$ cat src/rtl/fetch.sv
// Instruction fetch stage: issues in-order memory requests at ctrl's PC, buffers returned
// words with their PC, pre-decodes register indices and hands {instr, pc} to decode.
module fetch #(
    parameter int unsigned AddrWidth   = 32,
    parameter int unsigned DataWidth   = 32,
    parameter int unsigned RfAddrWidth = 5,
    parameter int unsigned FifoDepth   = 2
) (
    input  logic                   clk_i,
    input  logic                   rst_i,
    input  logic                   softresetn_i,
    input  logic [AddrWidth-1:0]   pc_i,
    output logic                   i_m_hit_o,
    output logic                   i_m_req_o,
    output logic [AddrWidth-1:0]   i_m_addr_o,
    input  logic                   i_m_gnt_i,
    input  logic                   i_m_rvalid_i,
    input  logic [DataWidth-1:0]   i_m_rdata_i,
    output logic                   valid_o,
    input  logic                   ready_i,
    output logic [DataWidth-1:0]   instr_o,
    output logic [AddrWidth-1:0]   pc_o,
    output logic [RfAddrWidth-1:0] rs1_o,
    output logic [RfAddrWidth-1:0] rs2_o,
    output logic [RfAddrWidth-1:0] rd_o
);

    localparam int unsigned PtrWidth = $clog2(FifoDepth);
    localparam int unsigned CntWidth = PtrWidth + 1;
    localparam logic [CntWidth:0] DepthExt = (CntWidth + 1)'(FifoDepth);

    localparam logic [6:0] OpLui    = 7'b0110111;
    localparam logic [6:0] OpAuipc  = 7'b0010111;
    localparam logic [6:0] OpJal    = 7'b1101111;
    localparam logic [6:0] OpBranch = 7'b1100011;
    localparam logic [6:0] OpStore  = 7'b0100011;
    localparam logic [6:0] OpOp     = 7'b0110011;

    // Instruction buffer and the queue of PCs whose words are still in flight.
    logic [DataWidth-1:0] buf_instr_q [FifoDepth];
    logic [AddrWidth-1:0] buf_pc_q    [FifoDepth];
    logic [AddrWidth-1:0] pend_pc_q   [FifoDepth];

    logic [PtrWidth-1:0] buf_wptr_q, buf_wptr_d;
    logic [PtrWidth-1:0] buf_rptr_q, buf_rptr_d;
    logic [PtrWidth-1:0] pend_wptr_q, pend_wptr_d;
    logic [PtrWidth-1:0] pend_rptr_q, pend_rptr_d;
    logic [CntWidth-1:0] count_q, count_d;
    logic [CntWidth-1:0] outstanding_q, outstanding_d;
    logic [CntWidth-1:0] drop_q, drop_d;

    logic [CntWidth:0]   occupancy;
    logic [CntWidth:0]   drop_flush;
    logic                req;
    logic                hit;
    logic                valid;
    logic                xfer;
    logic                rsp_keep;
    logic                rsp_drop;
    logic                buf_push;
    logic [DataWidth-1:0] head_instr;
    logic [6:0]          opcode;

    // Buffered words plus words still owed by memory must fit in the buffer.
    assign occupancy  = {1'b0, count_q} + {1'b0, outstanding_q};
    assign req        = ~rst_i & softresetn_i & (occupancy < DepthExt);
    assign hit        = req & i_m_gnt_i;
    assign valid      = ~rst_i & (count_q != '0);
    assign xfer       = valid & ready_i;
    assign rsp_drop   = i_m_rvalid_i & (drop_q != '0);
    assign rsp_keep   = i_m_rvalid_i & (drop_q == '0);
    assign buf_push   = softresetn_i & rsp_keep;
    assign drop_flush = {1'b0, drop_q} + {1'b0, outstanding_q} - (CntWidth + 1)'(i_m_rvalid_i);

    assign i_m_req_o  = req;
    assign i_m_hit_o  = hit;
    assign i_m_addr_o = pc_i;

    always_comb begin
        buf_wptr_d    = buf_wptr_q;
        buf_rptr_d    = buf_rptr_q;
        pend_wptr_d   = pend_wptr_q;
        pend_rptr_d   = pend_rptr_q;
        count_d       = count_q;
        outstanding_d = outstanding_q;
        drop_d        = drop_q;
        if (!softresetn_i) begin
            // Everything still in flight becomes stale and must be discarded on return.
            buf_wptr_d    = '0;
            buf_rptr_d    = '0;
            pend_wptr_d   = '0;
            pend_rptr_d   = '0;
            count_d       = '0;
            outstanding_d = '0;
            drop_d        = drop_flush[CntWidth-1:0];
        end else begin
            if (buf_push) buf_wptr_d = buf_wptr_q + PtrWidth'(1);
            if (xfer) buf_rptr_d = buf_rptr_q + PtrWidth'(1);
            count_d = count_q + CntWidth'(buf_push) - CntWidth'(xfer);
            if (hit) pend_wptr_d = pend_wptr_q + PtrWidth'(1);
            if (rsp_keep) pend_rptr_d = pend_rptr_q + PtrWidth'(1);
            outstanding_d = outstanding_q + CntWidth'(hit) - CntWidth'(rsp_keep);
            if (rsp_drop) drop_d = drop_q - CntWidth'(1);
        end
    end

    always_ff @(posedge clk_i) begin
        if (rst_i) begin
            buf_wptr_q    <= '0;
            buf_rptr_q    <= '0;
            pend_wptr_q   <= '0;
            pend_rptr_q   <= '0;
            count_q       <= '0;
            outstanding_q <= '0;
            drop_q        <= '0;
        end else begin
            buf_wptr_q    <= buf_wptr_d;
            buf_rptr_q    <= buf_rptr_d;
            pend_wptr_q   <= pend_wptr_d;
            pend_rptr_q   <= pend_rptr_d;
            count_q       <= count_d;
            outstanding_q <= outstanding_d;
            drop_q        <= drop_d;
        end
    end

    // Storage needs no reset: outputs are masked whenever the buffer is empty.
    always_ff @(posedge clk_i) begin
        if (hit) begin
            pend_pc_q[pend_wptr_q] <= pc_i;
        end
        if (buf_push) begin
            buf_instr_q[buf_wptr_q] <= i_m_rdata_i;
            buf_pc_q[buf_wptr_q]    <= pend_pc_q[pend_rptr_q];
        end
    end

    assign valid_o    = valid;
    assign head_instr = valid ? buf_instr_q[buf_rptr_q] : '0;
    assign instr_o    = head_instr;
    assign pc_o       = valid ? buf_pc_q[buf_rptr_q] : '0;
    assign opcode     = head_instr[6:0];

    // An empty head reads as all-zero, so the indices fall to 0 without extra gating.
    always_comb begin
        rd_o  = RfAddrWidth'(head_instr[11:7]);
        rs1_o = RfAddrWidth'(head_instr[19:15]);
        rs2_o = '0;
        case (opcode)
            OpStore, OpBranch: begin
                rd_o  = '0;
                rs2_o = RfAddrWidth'(head_instr[24:20]);
            end
            OpOp: begin
                rs2_o = RfAddrWidth'(head_instr[24:20]);
            end
            OpLui, OpAuipc, OpJal: begin
                rs1_o = '0;
            end
            default: begin
            end
        endcase
    end

    always_ff @(posedge clk_i) begin
        if (!rst_i) begin
            assert (!(i_m_rvalid_i && outstanding_q == '0 && drop_q == '0));
            assert (softresetn_i || drop_flush <= DepthExt);
        end
    end

endmodule

$ cat config.mk
export PLATFORM = sky130hd
export DESIGN_NAME = fetch
export DESIGN_NICKNAME = d
export VERILOG_FILES = /design/src/rtl/fetch.sv
export SDC_FILE = /design/constraint.sdc
export NUM_CORES = 1
export LEC_CHECK = 0
export CORE_MARGIN = 4
export CORE_UTILIZATION = 30
export CTS_CLUSTER_DIAMETER = 150
export DETAILED_ROUTE_END_ITERATION = 10
export PLACE_DENSITY = 0.57
export SKIP_LAST_GASP = 1
export SYNTH_ARGS = -nofsm -noshare
export SYNTH_HDL_FRONTEND = slang
export SYNTH_SLANG_ARGS = --single-unit
$ cat constraint.sdc
create_clock -name clk_i -period 7.5 [get_ports clk_i]
set_input_delay 1.125 -clock clk_i [delete_from_list [all_inputs] [get_ports clk_i]]
set_output_delay 1.125 -clock clk_i [all_outputs]
set_load 0.005 [all_outputs]
==> metrics.txt <==
mux cell area share after synthesis=0.1244; reg2reg start=count_q[0]; Rel. slew slack=0.3061; Pwr Density=231.0 nW/µm²; GRT overflow=0; drt first pass iters=4; commonest non-fill, non-tap cells in the layout=192 x edfxtp_1, 183 x clkdlybuf4s50_1, 79 x nor2_1; clk slew on worst S/H paths=50 ps; CTS Buffer Depth=3; worst flop-to-flop path endpoint=pend_pc_q[0][1]; Die Width=173.0 µm; Max Cap Viol=0; H-tree depth=1; Post-synth EDFFs=192; R2R setup slack=4490 ps; Async SR Flop Fraction=0; share of layout cells above drive strength 1=0.1095; #FFs+latches synth=204; GP Congestion=0.7714; Hold-fix buffers, CTS=0; Worst Path Required=6380 ps; Avg WL per Cell=16.10 µm; Die Y=173.0 µm; CP arrival=3770 ps; crit path capture=rs1_o[2]; Synth cell types=34; largest cells by area after synthesis=edfxtp_1 71%, mux2i_1 7.8%, mux2_2 4.4%, nor2_1 3.8%, dfxtp_1 2.9%; total track usage=0.1043; Initial Util=0.3039; Setup-failing EPs final=0; post-route DRC violation count=0; P_leak=3.453 nW; Max Freq=204.3 MHz; clock root buffer=clkbuf_16; commonest non-fill, non-tap cell in the layout=edfxtp_1; Warnings, synthesis=0; crit path launch type=flop; slew at the pin closest to its max-slew limit=1038 ps; CP Max Fanout=49; Synth-to-Final Area Change=32.75%; largest net degree at the start of global routing=81; CTS tree=done; clock skew=6.737 ps; Final Power=2.505 mW; Cell Area, Synth=8168 µm²; post-cts sizing count=0; initial antenna violation count=0; Post-Synth XOR/XNOR Area=0.01287; Vias/cell=4.308; Placed Cells=979; largest family of logic cells by synthesized area=multiplexers; WL final=16370 µm; Final Max Slew Viols=0; routed vias=4381; Tcrit/Tclk final=0.6527; row cnt=60; n_diodes=0; worst vdd ir=112.1 µV; number of buffers added for setup after CTS=0; number of DRC markers in iteration 0=148; first-pass GRT wire length=25230 µm; Post-Synthesis Cells=506; Post-Synth Simple-Gate Area=0.05867; IO Count=184; worst min-delay path class=flop to flop; cell count of the worst reg-to-reg path=5; Clock Latency Late Sink=490 ps; vias in the first global route=4673; adder-cell share of the synthesized area=0.01317; register area share after synthesis=0.7353; Layout Nets=740; final hold viol count=0; Tmin final=4895 ps; clock sink count=204; die footprint=29930 µm²; TritonCTS buffer count=22; Setup TNS=0 ps; Avg Cell Area, Syn=16.14 µm²; Crit Path Class=flop to primary output; status=finished, final reports clean; Post-Layout Cell Count=1017; ys flop type=edfxtp_1; RSZ-0062 raised after global routing=no; CP Capture Type=primary output; largest area contributor in the netlist=edfxtp_1; syn_nets=584; count of port buffers added during placement=183; top cell type's share of synthesized area=0.7059; Compound-Gate Fraction of Synth Area=0.008578; antenna-violating nets left=0; Final HPWL DP=10920 µm; Core Area=26880 µm²
## per-layer routing
metal	track usage	wire length, µm	vias up
met3	0.03039	1032	27
met4	0.02760	310	0
met5	0	0	-
met1	0.1268	6863	2081
li1	-	-	2126
met2	0.1821	8163	147
## power breakdown
| group | internal [mW] | switching (mW) | leakage (nW) |
|---|---|---|---|
| clock network | 0.624 | 0.402 | 0.340 |
| registers | 1.29 | 0.0152 | 1.84 |
| logic | 0.0967 | 0.0801 | 1.27 |
## per-stage QoR
stage / worst slack [ps] / utilization / instance area (µm²) / hold slack, ps
5_1_grt: 2348 / 0.4034 / 10840 / 567.6
3_5_place_dp: 2903 / 0.3778 / 10150 / 505.6
3_3_place_gp: 2956 / 0.3778 / 10150 / 495.4
2_1_floorplan: 2881 / - / 8168 / 481.2
6_report: 2605 / 0.4034 / 10840 / 520.3
4_1_cts: 2527 / 0.4034 / 10840 / 526.5
## worst min-delay path by stage
stage | start | to | slack [ps] | depth (start not counted)
6_report | pend_rptr_q | pend_rptr_q | 520 | 2
3_5_place_dp | pend_rptr_q | flop | 510 | 2
5_1_grt | pend_rptr_q | pend_rptr_q | 570 | 2
4_1_cts | pend_rptr_q | pend_rptr_q | 530 | 2
3_3_place_gp | pend_rptr_q | pend_rptr_q | 500 | 2
2_1_floorplan | buf_rptr_q | flop | 480 | 2
## synthesized netlist by cell type, types with 4 or more instances
cell type and instances:
ha_1 7, buf_1 6, xnor2_1 8, mux2_2 32, buf_4 32, nor3_1 15
clkbuf_1 8, mux2i_1 64, nor2_1 82, inv_1 12, xor2_1 4, buf_2 7
edfxtp_1 192, dfxtp_1 12
## cell type report
class                   instances  area [µm²]
inverters                      12       45.04
flip-flops and latches        204        6011
repair buffers                186        1854
clock buffers                  28       594.3
well taps                     341       426.7
clock inverters                10       95.09
multi-input cells             236        1817
fillers                      2478       16030
## state kept, by name, summed over array words and instances (netlist names), named ones only
signal	flops
buf_instr_q	64
buf_pc_q	64
buf_rptr_q	1
buf_wptr_q	1
count_q	2
drop_q	2
outstanding_q	2
pend_pc_q	64
pend_rptr_q	1
pend_wptr_q	1
## critical path: stages, from the launching register on
cell,delay [ps]
dfxtp_4,560
buf_4,690
mux2_4,370
or4_4,560
a2111oi_4,430
nor3_1,100
clkdlybuf4s50_1,480
## kinds of logic (layout without fill, tap and decap cells)
family | count (synthesis) | count (layout)
flops | 204 | 204
simple gates | 112 | 112
mux | 97 | 97
buf+inv | 66 | 236
xor+xnor | 12 | 12
fa+ha+maj | 8 | 8
compound gates | 7 | 7
(Power assumes the default switching activity.)
